[src/rtl/bg_frame_controller_if.sv]
// PE-array side of the frame controller: Start/Done/Ack handshake,
// per-PE colour sums in, expected background colour out.
interface bg_frame_controller_if #(
  parameter int NUM_PE = 4,
  parameter int SUM_W  = 16
);
  logic                    Start_Sum;
  logic                    Start_BgRemoval;
  logic                    Ack;
  logic [NUM_PE-1:0]       Qsd;
  logic [NUM_PE-1:0]       Qbgd;
  logic [NUM_PE*SUM_W-1:0] red_sum;
  logic [NUM_PE*SUM_W-1:0] green_sum;
  logic [NUM_PE*SUM_W-1:0] blue_sum;
  logic [7:0]              red_exp;
  logic [7:0]              green_exp;
  logic [7:0]              blue_exp;

  modport master (
    output Start_Sum, Start_BgRemoval, Ack,
    output red_exp, green_exp, blue_exp,
    input  Qsd, Qbgd,
    input  red_sum, green_sum, blue_sum
  );

  modport slave (
    input  Start_Sum, Start_BgRemoval, Ack,
    input  red_exp, green_exp, blue_exp,
    output Qsd, Qbgd,
    output red_sum, green_sum, blue_sum
  );
endinterface

[src/rtl/bg_frame_controller.sv]
// Frame sequencer for the background-removal PE array.
// Define BGC_ROUND_EN for round-half-up averaging (default truncates).
module bg_frame_controller #(
  parameter int NUM_PE         = 4,
  parameter int SUM_W          = 16,
  parameter int LOG2_TOTAL_PIX = 4
) (
  input  logic                  Clk,
  input  logic                  Reset,
  input  logic                  Go,
  output logic                  Busy,
  output logic                  Done,
  bg_frame_controller_if.master pe
);

  localparam int ACC_W = SUM_W + $clog2(NUM_PE) + 1;
  localparam int IDX_W = (NUM_PE > 1) ? $clog2(NUM_PE) : 1;

  typedef enum logic [3:0] {
    IDLE, SUM_START, SUM_WAIT, ACCUM, EXP,
    SUM_ACK, BG_START, BG_WAIT, BG_ACK, DONE
  } state_t;

  state_t state, state_n;

  logic [ACC_W-1:0] acc_r, acc_g, acc_b;
  logic [IDX_W-1:0] idx;
  logic             last_pe;

  assign last_pe = (idx == IDX_W'(NUM_PE - 1));

  function automatic logic [7:0] avg(input logic [ACC_W-1:0] a);
    logic [ACC_W:0] t;
    t = {1'b0, a};
`ifdef BGC_ROUND_EN
    t = t + ((ACC_W+1)'(1) << (LOG2_TOTAL_PIX - 1));
`endif
    t = t >> LOG2_TOTAL_PIX;
    return (t > (ACC_W+1)'(255)) ? 8'hFF : t[7:0];
  endfunction

  always_comb begin
    state_n = state;
    unique case (state)
      IDLE:      if (Go) state_n = SUM_START;
      SUM_START: state_n = SUM_WAIT;
      SUM_WAIT:  if (&pe.Qsd) state_n = ACCUM;
      ACCUM:     if (last_pe) state_n = EXP;
      EXP:       state_n = SUM_ACK;
      SUM_ACK:   if (pe.Qsd == '0) state_n = BG_START;
      BG_START:  state_n = BG_WAIT;
      BG_WAIT:   if (&pe.Qbgd) state_n = BG_ACK;
      BG_ACK:    if (pe.Qbgd == '0) state_n = DONE;
      DONE:      state_n = IDLE;
      default:   state_n = IDLE;
    endcase
  end

  // Outputs are registered from the next state so they align with it.
  always_ff @(posedge Clk or posedge Reset) begin
    if (Reset) begin
      state              <= IDLE;
      pe.Start_Sum       <= 1'b0;
      pe.Start_BgRemoval <= 1'b0;
      pe.Ack             <= 1'b0;
      Busy               <= 1'b0;
      Done               <= 1'b0;
    end else begin
      state              <= state_n;
      pe.Start_Sum       <= (state_n == SUM_START);
      pe.Start_BgRemoval <= (state_n == BG_START);
      pe.Ack             <= (state_n == SUM_ACK) ||
                            (state_n == BG_ACK);
      Busy               <= (state_n != IDLE);
      Done               <= (state_n == DONE);
    end
  end

  always_ff @(posedge Clk or posedge Reset) begin
    if (Reset) begin
      acc_r <= '0;
      acc_g <= '0;
      acc_b <= '0;
      idx   <= '0;
    end else if (state == SUM_START) begin
      acc_r <= '0;
      acc_g <= '0;
      acc_b <= '0;
      idx   <= '0;
    end else if (state == ACCUM) begin
      acc_r <= acc_r + ACC_W'(pe.red_sum[idx*SUM_W +: SUM_W]);
      acc_g <= acc_g + ACC_W'(pe.green_sum[idx*SUM_W +: SUM_W]);
      acc_b <= acc_b + ACC_W'(pe.blue_sum[idx*SUM_W +: SUM_W]);
      idx   <= idx + 1'b1;
    end
  end

  always_ff @(posedge Clk or posedge Reset) begin
    if (Reset) begin
      pe.red_exp   <= '0;
      pe.green_exp <= '0;
      pe.blue_exp  <= '0;
    end else if (state == EXP) begin
      pe.red_exp   <= avg(acc_r);
      pe.green_exp <= avg(acc_g);
      pe.blue_exp  <= avg(acc_b);
    end
  end

endmodule
[src/flat_wrapper.sv]
// flat-port wrapper written by rule: the top's interface ports become plain ports
module bg_frame_controller_flat 
#(
  parameter int NUM_PE         = 4,
  parameter int SUM_W          = 16,
  parameter int LOG2_TOTAL_PIX = 4
)
  (Clk, Reset, Go, Busy, Done, pe_Start_Sum, pe_Start_BgRemoval, pe_Ack, pe_red_exp, pe_green_exp, pe_blue_exp, pe_Qsd, pe_Qbgd, pe_red_sum, pe_green_sum, pe_blue_sum);
  bg_frame_controller_if #(.NUM_PE(NUM_PE), .SUM_W(SUM_W)) pe_i ();
  input  logic Clk;
  input  logic Reset;
  input  logic Go;
  output logic Busy;
  output logic Done;
  output wire logic [$bits(pe_i.Start_Sum)-1:0] pe_Start_Sum;
  output wire logic [$bits(pe_i.Start_BgRemoval)-1:0] pe_Start_BgRemoval;
  output wire logic [$bits(pe_i.Ack)-1:0] pe_Ack;
  output wire logic [$bits(pe_i.red_exp)-1:0] pe_red_exp;
  output wire logic [$bits(pe_i.green_exp)-1:0] pe_green_exp;
  output wire logic [$bits(pe_i.blue_exp)-1:0] pe_blue_exp;
  input wire logic [$bits(pe_i.Qsd)-1:0] pe_Qsd;
  input wire logic [$bits(pe_i.Qbgd)-1:0] pe_Qbgd;
  input wire logic [$bits(pe_i.red_sum)-1:0] pe_red_sum;
  input wire logic [$bits(pe_i.green_sum)-1:0] pe_green_sum;
  input wire logic [$bits(pe_i.blue_sum)-1:0] pe_blue_sum;
  assign pe_Start_Sum = pe_i.Start_Sum;
  assign pe_Start_BgRemoval = pe_i.Start_BgRemoval;
  assign pe_Ack = pe_i.Ack;
  assign pe_red_exp = pe_i.red_exp;
  assign pe_green_exp = pe_i.green_exp;
  assign pe_blue_exp = pe_i.blue_exp;
  assign pe_i.Qsd = pe_Qsd;
  assign pe_i.Qbgd = pe_Qbgd;
  assign pe_i.red_sum = pe_red_sum;
  assign pe_i.green_sum = pe_green_sum;
  assign pe_i.blue_sum = pe_blue_sum;
  bg_frame_controller #(.NUM_PE(NUM_PE), .SUM_W(SUM_W), .LOG2_TOTAL_PIX(LOG2_TOTAL_PIX)) u_core (.Clk(Clk), .Reset(Reset), .Go(Go), .Busy(Busy), .Done(Done), .pe(pe_i));
endmodule
[config.mk]
export PLATFORM = sky130hd
export DESIGN_NAME = bg_frame_controller_flat
export DESIGN_NICKNAME = d
export VERILOG_FILES = /design/src/rtl/bg_frame_controller_if.sv /design/src/rtl/bg_frame_controller.sv /design/src/flat_wrapper.sv
export SDC_FILE = /design/constraint.sdc
export NUM_CORES = 1
export LEC_CHECK = 0
export CAP_MARGIN = 20
export CORE_ASPECT_RATIO = 0.8
export CORE_MARGIN = 2
export CORE_UTILIZATION = 34
export DETAILED_ROUTE_END_ITERATION = 8
export MAX_ROUTING_LAYER = met4
export PLACE_DENSITY_LB_ADDON = 0.12
export SLEW_MARGIN = 20
export SYNTH_ARGS = -nofsm -noshare
export SYNTH_HDL_FRONTEND = slang
export SYNTH_SLANG_ARGS = --single-unit
[constraint.sdc]
create_clock -name Clk -period 3.9 [get_ports Clk]
set_clock_uncertainty 0.2 [all_clocks]
set_input_delay 0.39 -clock Clk [delete_from_list [all_inputs] [get_ports Clk]]
set_output_delay 0.39 -clock Clk [all_outputs]
set_load 0.005 [all_outputs]
* Yosys cells after proc, flatten, opt, wreduce, memory -nomap -nowiden
Index checks and enable logic that the tools add are counted.
** Word-level totals
- Input port bits :: 203
- Word-level logic and storage cells :: 63
- Output and inout port bits :: 29
- Register bits :: 92
** Operators by class
- Shifts and indexed selects :: 3
- Mux-type cells :: 18
- Equality and inequality tests :: 14
- Add/sub/neg operators :: 4
- Reductions and logical operators :: 8
- $lt $le $gt $ge :: 3
** Operators with widths (count)
- $shiftx 64x7->16 :: 3
- $mux 19 :: 6
- $add 19x16->19 :: 3
- $gt 15x8->1 const B :: 3
- $pmux 4 s9 :: 1
- $eq 4x3->1 const B :: 6
- $mux 4 :: 6
- $mux 8 :: 3
- $eq 4x4->1 const B :: 3
- $logic_not 4->1 :: 3
- $eq 4x1->1 const B :: 2
- $eq 4x2->1 const B :: 2
- $reduce_and 4->1 :: 2
- $mux 2 :: 2
- $reduce_bool 4->1 :: 1
- $add 2x1->2 const B :: 1
- $eq 2x2->1 const B :: 1
- $reduce_bool 2->1 :: 1
- $logic_or 1x1->1 :: 1

* Longest topological paths before layout
- Depth in word-level cells :: 5
- Mapped depth :: 12
- Mapped depth without buffers :: 10

* Least setup slack after synthesis
No wires, ideal clock.
- Kind :: reg-to-reg
- Start :: register u_core.idx[0]
- End :: register u_core.acc_r[16]
- Path slack :: -246 ps
- Path buffers :: 2
- Arrival time :: 3827 ps
- Period minus slack after synthesis :: 4146 ps
- Setup time :: 119 ps
- Required time :: 3581 ps
- Stages on the path, launching flop included :: 13
- Cells stage by stage :: dfrtp_1 clkbuf_1 clkbuf_1 mux4_2 ha_1 fa_1 a211o_1 a2111oi_1 o21bai_1 a311oi_1 o21ai_0 o21ai_0 a21bo_2
** Between the ends
- Word-level cells in the longest chain between the ends :: 4
** Ends and longest elaborated chain
- start: declaration :: line bg_frame_controller.sv:27 : logic [IDX_W-1:0] idx;
- start signal: assignment :: line bg_frame_controller.sv:94 : idx <= idx + 1'b1;
- $shiftx 64x7->16 :: line bg_frame_controller.sv:91 : acc_r <= acc_r + ACC_W'(pe.red_sum[idx*SUM_W +: SUM_W]);
- $add 19x16->19 :: line bg_frame_controller.sv:91
- $mux 19 :: line bg_frame_controller.sv:90 : end else if (state == ACCUM) begin
- $mux 19 :: line bg_frame_controller.sv:85 : end else if (state == SUM_START) begin
- end signal: assignment :: line bg_frame_controller.sv:91
- end: declaration :: line bg_frame_controller.sv:26 : logic [ACC_W-1:0] acc_r, acc_g, acc_b;
Every way passes these cells. The select of a mux whose other input is x is not followed.
A chain may end at the register's enable or synchronous reset.

* Final worst setup path
- Start :: register u_core.idx[0]
- End :: register u_core.acc_b[12]
** Between the ends
- Word-level cells in the longest chain between the ends :: 4
** Ends and longest elaborated chain
- $shiftx 64x7->16 :: line bg_frame_controller.sv:93 : acc_b <= acc_b + ACC_W'(pe.blue_sum[idx*SUM_W +: SUM_W]);
- $add 19x16->19 :: line bg_frame_controller.sv:93
- $mux 19 :: line bg_frame_controller.sv:90
- $mux 19 :: line bg_frame_controller.sv:85
- end signal: assignment :: line bg_frame_controller.sv:93
- end: declaration :: line bg_frame_controller.sv:26
Every way passes these cells. The select of a mux whose other input is x is not followed.

==> out/metrics.cfg <==
[die]
placement_rows=46
fp.dieW_um=165
start_util_pct=35.0
fp.dieArea_um2=21800
design.core.area_um2=20000
ios=232
die_y_um=132

[yosys]
avgSynthCellArea_um2=10.1
yosys.area.top_type=sky130_fd_sc_hd__dfrtp_1
synth.yosys.seq_area_share_pct=32.8
dominantRegCellSynth=sky130_fd_sc_hd__dfrtp_1
post_synth_and_or_nand_nor_area_fraction_pct=13.5
synth_adder_area_share_pct=9.60
asyncSetResetFlopFracSynth_pct=100
synth_compound_area_share_pct=21.2
synthMuxAreaShare_pct=15.8
post_synthesis_cell_area_um2=7010
yosys.area_share.xor_xnor_pct=4.12
synthesis.nets=951
synth_edf_count=0
synth_top_family_by_area=compound AO/OA/AOI/OAI gates
syn-instance-count=696
yosys.cell_types.count=60
synthesis_warning_total=0
leading_cell_types_by_total_area_after_synthesis=sky130_fd_sc_hd__dfrtp_1 (33%), sky130_fd_sc_hd__mux4_2 (15%), sky130_fd_sc_hd__ha_1 (8.7%)
synth-seq-cells=92
synth_top_area_share_pct=32.8

[routing]
routedWlPerCell_um=16.9
dr.first_iter.drc_count=242
wirelength_mm=20.2
vias=6376
routed_via_density=5.34
post-route-drc-count=0
detail-route-antenna-nets=0
detailedRoute.firstPassIterationCount=4

[grt]
pin_count_of_the_biggest_net_entering_global_routing=73
globalRoute.totalOverflow=0
antenna_found_initial=1
first_global_vias=6494
groute.usage.overall_pct=19.7
global_route_wire_length_before_repair_mm=33.2

[run]
max_cap_violations=0

[worst_hold_path]
min-delay-path-class=reg -> reg
min_from=u_core.acc_g[0]$_DFFE_PP0P_
worstHoldPathCells=2
worst_hold_path.endpoint=u_core.acc_g[0]$_DFFE_PP0P_

[worst_setup_path]
critPathSlowestCell=sky130_fd_sc_hd__mux4_2
critPathBufInv=2
arrival_ns=3.63
critPathMaxFanout=13
critPathCaptureType=flop
crit_type=reg -> reg
start_kind=flop
path_common_cell=sky130_fd_sc_hd__buf_4
crit-reg2reg-capture=u_core.acc_b[12]$_DFFE_PP0P_
critical_path_required_ns=3.90
regToRegSetupSlack_ns=0.27
worst-path-stages=12
crit_path_cell_trace=buf_4 > buf_4 > mux4_2 > ha_1 > fa_1 > a21o_1 > nand4_1 > nand2_1 > o21a_1 > a31oi_1 > xor2_1 > o31ai_1
worst-r2r-cell-count=12
worstSetupStartpoint=u_core.idx[0]$_DFFE_PP0P_
critical-path-top-delay-family=compound AO/OA/AOI/OAI gates
worst_flop_to_flop_path_startpoint=u_core.idx[0]$_DFFE_PP0P_
worst_path_largest_cell_delay_ns=0.56

[clock_tree]
clock-sinks=92
max-clock-path-buffers=2
h-tree-depth=3
cts.clk_slew.worst_paths_ns=0.06
clock_latency_ns=0.35
clock_tree.root_cell=sky130_fd_sc_hd__clkbuf_16
cts_tree=done
cts_made_buffers=9

[sta]
setup_ws_ns=0.270
timing_worst_slew_pin_value_ns=0.881
post_layout_min_period_ns=3.63
final-hold-violation-count=0
fmax_mhz=275
finalCritPeriodShare_pct=93.1
finalSetupViolCount=0
worst_slew_margin_rel_pct=41.2
final-max-slew-violation-count=0

[cells_and_area]
layout.cells.most_common=sky130_fd_sc_hd__clkdlybuf4s50_1
areaGrowthSynthToFinish_pct=43.3
total_area_of_multi_input_combinational_cells_um2=4520
fin_util_pct=50.1
n_fill_cell=1875
layout_common_cells=sky130_fd_sc_hd__clkdlybuf4s50_1 (231), sky130_fd_sc_hd__dfrtp_1 (90), sky130_fd_sc_hd__nand2_1 (83)
seq_area_um2=2310
drive_gt1_share_pct=10.8
finalNetCount=1181

[run_status]
status=complete, no violations

[placement]
dp_slack_ns=-0.0764
count_of_buffers_inserted_at_the_top_level_ports=231
place_hpwl_mm=15.3
finalWeightedCongestion=0.829

[power_and_ir_drop]
vdd_drop_max_v=0.000307
power.leakage_nw=4.10
power_per_cell_area_nw_per_um2=771

==> timing repair <==
action | in CTS | in global routing
endpoints found under the setup margin | 0 | 2
buffers inserted | 0 | 2
hold buffers | 0 | 0
gates resized for setup | 0 | 1
==> state kept, by name, indices dropped and copies added, names as in the netlist <==
| signal | cells |
|---|---|
| u_core.Done | 1 |
| u_core.pe.red_exp | 8 |
| u_core.idx | 2 |
| u_core.pe.blue_exp | 8 |
| u_core.state | 4 |
| u_core.Busy | 1 |
| u_core.pe.Start_Sum | 1 |
| u_core.acc_r | 19 |
| u_core.pe.green_exp | 8 |
| u_core.pe.Ack | 1 |
| u_core.acc_b | 19 |
| u_core.acc_g | 19 |
| u_core.pe.Start_BgRemoval | 1 |
==> synth_stat cells (2+ instances only) <==
| cell type | n |
|---|---|
| sky130_fd_sc_hd__o21ai_0 | 49 |
| sky130_fd_sc_hd__o41ai_1 | 3 |
| sky130_fd_sc_hd__dfrtp_1 | 92 |
| sky130_fd_sc_hd__o22a_1 | 24 |
| sky130_fd_sc_hd__fa_1 | 3 |
| sky130_fd_sc_hd__nand3_1 | 25 |
| sky130_fd_sc_hd__a31o_2 | 2 |
| sky130_fd_sc_hd__a22oi_1 | 5 |
| sky130_fd_sc_hd__o211ai_1 | 7 |
| sky130_fd_sc_hd__a2111oi_0 | 3 |
| sky130_fd_sc_hd__nor3_1 | 10 |
| sky130_fd_sc_hd__nor2b_1 | 5 |
| sky130_fd_sc_hd__nor2_1 | 36 |
| sky130_fd_sc_hd__clkbuf_8 | 2 |
| sky130_fd_sc_hd__mux4_2 | 48 |
| sky130_fd_sc_hd__or4_4 | 2 |
| sky130_fd_sc_hd__nand4_1 | 5 |
| sky130_fd_sc_hd__and4_1 | 2 |
| sky130_fd_sc_hd__nand2b_1 | 3 |
| sky130_fd_sc_hd__nand3b_1 | 3 |
| sky130_fd_sc_hd__or4_1 | 2 |
| sky130_fd_sc_hd__ha_1 | 49 |
| sky130_fd_sc_hd__xnor2_1 | 16 |
| sky130_fd_sc_hd__clkbuf_1 | 25 |
| sky130_fd_sc_hd__xor2_1 | 17 |
| sky130_fd_sc_hd__a311oi_1 | 5 |
| sky130_fd_sc_hd__o21bai_1 | 5 |
| sky130_fd_sc_hd__buf_1 | 8 |
| sky130_fd_sc_hd__a21oi_1 | 38 |
| sky130_fd_sc_hd__and2_1 | 4 |
| sky130_fd_sc_hd__o31ai_1 | 15 |
| sky130_fd_sc_hd__or3_1 | 4 |
| sky130_fd_sc_hd__a211oi_1 | 8 |
| sky130_fd_sc_hd__and3_1 | 4 |
| sky130_fd_sc_hd__o21a_1 | 6 |
| sky130_fd_sc_hd__nand4b_1 | 2 |
| sky130_fd_sc_hd__nand2_1 | 84 |
| sky130_fd_sc_hd__nor4_1 | 6 |
| sky130_fd_sc_hd__inv_1 | 14 |
| sky130_fd_sc_hd__mux2i_1 | 3 |
| sky130_fd_sc_hd__a31oi_1 | 11 |
| sky130_fd_sc_hd__a211o_1 | 5 |
| sky130_fd_sc_hd__a21o_1 | 19 |
==> worst max-delay path by stage <==
stage	end	slack, ns
after floorplan	u_core.acc_r[16]$_DFFE_PP0P_	0.008
after global placement	u_core.acc_r[16]$_DFFE_PP0P_	0.004
after detailed placement	u_core.acc_r[16]$_DFFE_PP0P_	-0.08
after CTS	u_core.acc_r[16]$_DFFE_PP0P_	0.12
after global routing	u_core.acc_r[16]$_DFFE_PP0P_	-0.002
final	u_core.acc_b[12]$_DFFE_PP0P_	0.27
==> through the flow <==
stage	area, um^2	setup TNS, ns	cells	power [W]	hold WS [ns]
global route	10000	-0.00159	1195	0.00852	0.306
floorplan	7010	0	696	0.00534	0.245
global placement	9720	0	1177	0.00684	0.256
detailed placement	9720	-0.133	1177	0.00685	0.267
finish	10000	0	1195	0.00775	0.287
CTS	10000	0	1192	0.00780	0.282
==> routing by layer <==
metal | GRT usage [%] | routed length [um] | vias up
li1 | - | - | 3160
met1 | 26.7 | 9780 | 3036
met2 | 30.3 | 8990 | 166
met3 | 4.23 | 1230 | 14
met4 | 4.25 | 185 | 0
met5 | - | 0 | -
==> cell families after synthesis <==
family | after synthesis
muxes | 51
DFF | 92
AOI/OAI and AO/OA | 219
buffers and inverters | 49
and+or+nand+nor | 200
xor gates and xnor gates | 33
adders and majority gates | 52
==> power by group <==
part / switching (W) / leakage [nW] / internal, W / total (W)
Combinational: 0.00261 / 2.88 / 0.00253 / 0.00514
Sequential: 0.000348 / 1.09 / 0.00137 / 0.00172
Clock: 0.000378 / 0.138 / 0.000510 / 0.000888
Total: 0.00334 / 4.10 / 0.00441 / 0.00775
==> worst reg2reg max path, cell delays in order, from the launching register on <==
cell and delay (ns):
sky130_fd_sc_hd__dfrtp_4 0.45, sky130_fd_sc_hd__buf_4 0.16, sky130_fd_sc_hd__buf_4 0.28, sky130_fd_sc_hd__mux4_2 0.57
sky130_fd_sc_hd__ha_1 0.24, sky130_fd_sc_hd__fa_1 0.42, sky130_fd_sc_hd__a21o_1 0.21, sky130_fd_sc_hd__nand4_1 0.08
sky130_fd_sc_hd__nand2_1 0.13, sky130_fd_sc_hd__o21a_1 0.27, sky130_fd_sc_hd__a31oi_1 0.21, sky130_fd_sc_hd__xor2_1 0.17
sky130_fd_sc_hd__o31ai_1 0.08
==> cell type report <==
class / count / area share, %
multi-input cells: 555 / 45.0
repair buffers: 254 / 25.2
flip-flops and latches: 92 / 23.0
well taps: 264 / 3.29
clock buffers: 11 / 2.42
inverters: 14 / 0.536
clock inverters: 4 / 0.498
diodes: 1 / 0.0249
No activity file was read; power rests on OpenSTA's default activity.
==> variant 1: new RTL, same settings <==
`SUM_W` is set to 16 in 3 places; all go to 32.
--- a/src/rtl/bg_frame_controller_if.sv
+++ b/src/rtl/bg_frame_controller_if.sv
@@ -3,5 +3,5 @@
 interface bg_frame_controller_if #(
   parameter int NUM_PE = 4,
-  parameter int SUM_W  = 16
+  parameter int SUM_W  = 32
 );
   logic                    Start_Sum;
--- a/src/rtl/bg_frame_controller.sv
+++ b/src/rtl/bg_frame_controller.sv
@@ -3,5 +3,5 @@
 module bg_frame_controller #(
   parameter int NUM_PE         = 4,
-  parameter int SUM_W          = 16,
+  parameter int SUM_W          = 32,
   parameter int LOG2_TOTAL_PIX = 4
 ) (
--- a/src/flat_wrapper.sv
+++ b/src/flat_wrapper.sv
@@ -3,5 +3,5 @@
 #(
   parameter int NUM_PE         = 4,
-  parameter int SUM_W          = 16,
+  parameter int SUM_W          = 32,
   parameter int LOG2_TOTAL_PIX = 4
 )
Interface: changed (resized pe_blue_sum, pe_green_sum and pe_red_sum); port bits go from 232 to 424. No check against the original RTL was run, so the function may have changed too.
==> variant 1 against the original RTL <==
Via count is 93% higher; total power is 110% higher; synthesized cell count is 82% higher; critical endpoint is now u_core.acc_g[26]; the run now ends with negative setup slack left; setup slack worse by 310 ps; wire length is 110% higher; clock power is 110% higher; largest cell class unchanged; final area is 99% higher; combinational power is 120% higher; area after synthesis is 78% higher; largest power group unchanged; count of clock-buffer cells in the layout is 10 higher; sequential cell count is 48 higher.
==> variant 1: results (changes against the original RTL) <==
** Synth
- Main area contributors after synthesis :: dfrtp_1 28%, mux4_2 17%, ha_1 9.8%, nand2_1 4.7%, o21ai_0 4.4%
- Yosys warning count :: 0 (unchanged)
- The number of enable flip-flop cells after synthesis was 0 (unchanged).
- The number of distinct library cells after synthesis came to 84 (+40%).
- Share of async-settable or async-resettable flops after synthesis :: 100% (unchanged)
- Net count of the mapped netlist :: 1762 (+85%)
- The share of the yosys chip area belonging to registers came to 28.1% (-4.7 points).
- The mean instance size in the synthesized netlist is 9.82 um^2 (-2.5%).
- By count the netlist is led by 155 x nand2_1, 140 x dfrtp_1, 110 x o21ai_0.

** Global routing
- Total routing resource utilization after global routing :: 22.9% (+3.2 points)
- The initial antenna violation count is 1 (unchanged).
- The maximum number of pins on one net before global-route repair is 71 (-2.7%).
- The global-route wire length before repair is 66700 um (+100%).

** Timing
- The transition time at the pin with the least slew margin was 976 ps (+95.1 ps).
- Max Slew Vio Count :: 0 (unchanged)
- The number of setup violations in the final report is 1 (+1).
- Final hold violation count :: 0 (unchanged)
- The worst-case setup margin in the final layout is -43.3 ps (-313 ps).
- The total negative slack came to -43.3 ps (-43.3 ps).

** Place
- The worst slack after detailed placement came to -300 ps (-224 ps).
- HPWL reported at the end of detailed placement :: 33600 um (+120%)
- Final RePlAce weighted congestion :: 0.893 (+7.7%)
- Port Buf Inserts :: 423 (+83%)

** Clock network
- CTS Buffer Depth :: 2 (unchanged)
- H-tree depth :: 4 (+1)
- Root buf cell :: clkbuf_16
- The number of buffers created by CTS is 17 (+8).
- The clock latency reported for the late side of the worst-skew pair came to 430 ps (+80 ps).
- Reg clk slew, reported paths :: 60 ps (about the same)

** Setup path
- Launch instance of the worst register-to-register path :: u_core.idx[0]
- Category of the worst setup path launch point :: flop
- The endpoint identified for the worst register-to-register timing path is u_core.acc_g[26].
- Worst Reg2Reg Path Length in Cells :: 14 (+2)
- Largest fanout on the critical path :: 7 (-6)
- Worst path arrival time :: 4010 ps (+380 ps)
- Crit path capture type :: flop

** Final layout
- The proportion of layout cells with a drive suffix above 1 is 24.2% (+13 points).
- Net total in the final layout :: 2316 (+96%)
- In the final layout, the registers with the most flip-flops are u_core.acc_b x35, u_core.acc_g x35, u_core.acc_r x35.

** Detailed routing
- The first-pass iteration count of the detailed router is 5 (+1).
- The number of vias after detailed routing was 12.3k (+93%).
- The initial detailed-routing violation count is 686 (+180%).
- Total routed wirelength :: 43000 um (+110%)
- Vias per std cell :: 5.32 (-0.28%)

** Power
- The worst supply voltage drop on vdd was 0.308 mV (+0.30%).
- The static leakage is 8.12 nW (+98%).

** Min path
- The worst hold path belongs to the class input pin to async pin.

** Run status
- Status :: finished, violations left
- Violated checks :: negative setup slack
-- variant 1: cell types whose count changed in the layout (fill, tap and decap cells not counted), sizes merged, moves of 30 or more --
cell	change
ha	+48
mux4	+48
o21ai	+72
dfrtp	+48
nand2	+71
xor2	+30
a21oi	+50
clkdlybuf4s50	+192
buf	+155
-- variant 1: per-layer routing --
layer / share of wire, % / global-route usage (%)
met5: 0 / -
met3: 4.3 / 3.55
met2: 48 / 37.3
met4: 0.99 / 4.14
met1: 47 / 30.4
-- variant 1: worst min-delay path by stage --
| stage | slack [ps] | depth (start not counted) | start | to |
|---|---|---|---|---|
| 2_1_floorplan | 250 | 2 | u_core.acc_b[0] | u_core.acc_b[0] |
| 3_3_place_gp | 260 | 2 | u_core.acc_r[0] | u_core.acc_r[0] |
| 3_5_place_dp | 270 | 2 | u_core.acc_r[0] | u_core.acc_r[0] |
| 4_1_cts | 230 | 2 | Reset | u_core.acc_g[7] |
| 5_1_grt | 270 | 2 | Reset | u_core.acc_g[7] |
| 6_report | 230 | 2 | Reset | u_core.acc_g[7] |
-- variant 1: logic make-up (layout without fill, tap and decap cells) --
logic type | Yosys count | in the layout | share of synthesized area, %
XOR/XNOR | 87 | 87 | 6.12
AO/OA/AOI/OAI | 405 | 405 | 21.7
AND/OR/NAND/NOR | 343 | 343 | 13.1
buffers and inverters | 95 | 662 | 3.24
multiplexers | 97 | 97 | 17.5
other | 0 | 1 | 0
adder cells (fa/ha/maj) | 100 | 100 | 10.2
flip-flops | 140 | 140 | 28.1
-- variant 1: where the power goes --
| part | total (mW) | internal (mW) | switching (mW) | leakage, nW |
|---|---|---|---|---|
| registers | 2.60 | 2.02 | 0.582 | 1.74 |
| logic | 11.5 | 5.92 | 5.63 | 6.05 |
| clock network | 1.90 | 1.23 | 0.662 | 0.331 |
| total | 16.0 | 9.17 | 6.87 | 8.12 |
-- variant 1: final cells by class --
type,instances,area (um^2)
Antenna cell,1,2.50
Clock buffer,21,460
Clock inverter,11,213
Fill cell,3213,16000
Inverter,29,113
Multi-Input combinational cell,1032,9340
Sequential cell,140,3510
Tap cell,480,601
Timing Repair Buffer,601,5750
-- variant 1: critical path, stage by stage (launching register included) --
cell,delay (ps)
dfrtp_4,470
buf_8,150
buf_12,140
mux4_2,570
fa_2,380
a21oi_2,150
and4b_1,240
o21ai_2,160
a21oi_2,90
o2bb2ai_2,150
or4b_4,510
a31oi_4,220
buf_4,140
xor2_1,130
o21ai_0,90
-- variant 1: timing repair --
action,in CTS,in global routing
pin swaps,28,69
setup endpoints to repair,39,44
buffers inserted,17,8
gates resized for setup,62,93
gates cloned,2,0
-- variant 1: stage by stage --
stage	power [mW]	cell area, um^2
floorplan	9.22	12500
global placement	12.7	18300
detailed placement	12.9	18300
CTS	15.5	19500
global route	17.4	20000
finish	16.0	20000
==> variant 2: new RTL, same settings <==
Without the edit above. Reset style: synchronous (`Reset`), changed in 3 clocked blocks.
--- a/src/rtl/bg_frame_controller.sv
+++ b/src/rtl/bg_frame_controller.sv
@@ -58,5 +58,5 @@
 
   // Outputs are registered from the next state so they align with it.
-  always_ff @(posedge Clk or posedge Reset) begin
+  always_ff @(posedge Clk) begin
     if (Reset) begin
       state              <= IDLE;
@@ -77,5 +77,5 @@
   end
 
-  always_ff @(posedge Clk or posedge Reset) begin
+  always_ff @(posedge Clk) begin
     if (Reset) begin
       acc_r <= '0;
@@ -96,5 +96,5 @@
   end
 
-  always_ff @(posedge Clk or posedge Reset) begin
+  always_ff @(posedge Clk) begin
     if (Reset) begin
       pe.red_exp   <= '0;
Behaviour: differs if Reset is asserted again (counterexample within 4 cycles, from zero or initial values and one cycle with Reset high); with Reset held inactive, the same outputs for 10 cycles.
==> variant 2 against the original RTL <==
Sequential cell count unchanged; wire length up 2.2%; first-iteration DRC count up 23%; area after synthesis down 1.1%; final area down 1.2%; setup slack better by 110 ps; largest cell class unchanged; highest routed layer unchanged.
Power is left out: it rests on default switching activity, and per cell area and clock period it moved more than threefold.
==> variant 2: results (changes against the original RTL) <==
** Timing
- The transition time at the pin with the least slew margin was 653 ps (-228 ps).

** Global routing
- Global-route wire length before repair :: 33300 um (+0.25%)
- Initial antenna violation count :: 0 (-1)
- Via count of the first global-routing pass :: 6503 (+0.14%)
- The maximum number of pins on one net before global-route repair is 62 (-15%).
- The total routing resource utilization after global routing was 19.7% (+0.049 points).

** Setup path
- The signal arrival time at the worst endpoint came to 3550 ps (-80 ps).
- Largest fanout on the critical path :: 15 (+2)
- The peak per-stage delay on the critical path was 540 ps (-20 ps).

** Run status
- Status :: finished, final reports clean

** Synth
- The share of the yosys chip area belonging to registers came to 26.6% (-6.3 points).
- For this run, the leading register cell type out of synthesis is dfxtp_1.
- Net count of the mapped netlist :: 1054 (+11%)
- Ranked by total cell area, the synthesized netlist is headed by dfxtp_1 27%, mux4_2 16%, ha_1 8.8%, nor2_1 5.3%, a21oi_1 5.1%.
- Most used standard cells in the synthesized netlist :: 97 x nor2_1, 92 x dfxtp_1, 71 x a21oi_1, 71 x nand2_1, 49 x ha_1
- Post-synthesis instance total :: 799 (+15%)
- Count of unique library cells instantiated by Yosys :: 65 (+8.3%)

** Place
- Cell area reported after detailed placement :: 9600 um^2 (-1.2%)
- DP Worst Slack :: 440 ps (+516 ps)
- Final RePlAce weighted congestion :: 0.871 (+5.1%)
- HPWL reported at the end of detailed placement :: 16100 um (+5.2%)

** Detailed routing
- Starting DRT DRC Count :: 298 (+23%)
- The number of vias after detailed routing is 6790 (+6.5%).
- Vias per std cell :: 5.28 (-0.97%)
- The first-pass iteration count of the detailed router was 5 (+1).
-- variant 2: changes by cell type after synthesis, sizes merged, moves of 6 or more --
cell / delta
buf: +15
and3: +6
nand2: -13
o21a: +7
o21ai: -18
nor2: +61
nor3: +34
a21oi: +35
dfxtp: +92
a211oi: +6
dfrtp: -92
o22a: -23
o31ai: -8
-- variant 2: routing by layer --
layer  routed length (um)  global-route usage [%]  vias up
met2                 9030                    29.6      205
met3                 1190                    3.16       16
met4                  242                    4.14        0
met5                    0                       -        -
li1                     -                       -     3420
met1                10200                    27.9     3149
-- variant 2: kinds of logic (layout without fill, tap and decap cells) --
group	after synthesis	in the layout	share of synthesized area [%]
AND/OR/NAND/NOR	309	309	20.9
AO/OA/AOI/OAI	197	197	18.5
flip-flops	92	92	26.6
buffers and inverters	62	284	3.63
multiplexers	55	55	16.6
adder cells (fa/ha/maj)	52	52	9.71
XOR/XNOR	32	32	4.04
-- variant 2: cell type report --
cell class | instances | area, um^2
clock buffers | 11 | 253
flip-flops and latches | 92 | 1850
fillers | 1928 | 9990
repair buffers | 251 | 2500
inverters | 17 | 63.8
clock inverters | 5 | 66.3
multi-input cells | 645 | 4860
well taps | 264 | 330
-- variant 2: path summary, 6_finish.rpt --
| kind | end | slack (ps) | from | cells past startpoint |
|---|---|---|---|---|
| worst max-delay path | u_core.acc_r[18] | 380 | u_core.idx[0] | 12 |
| worst max register to register | u_core.acc_r[18] | 380 | u_core.idx[0] | 12 |
| worst min register to register | u_core.acc_r[2] | 260 | u_core.acc_r[2] | 2 |
| worst min-delay path | u_core.acc_r[2] | 260 | u_core.acc_r[2] | 2 |
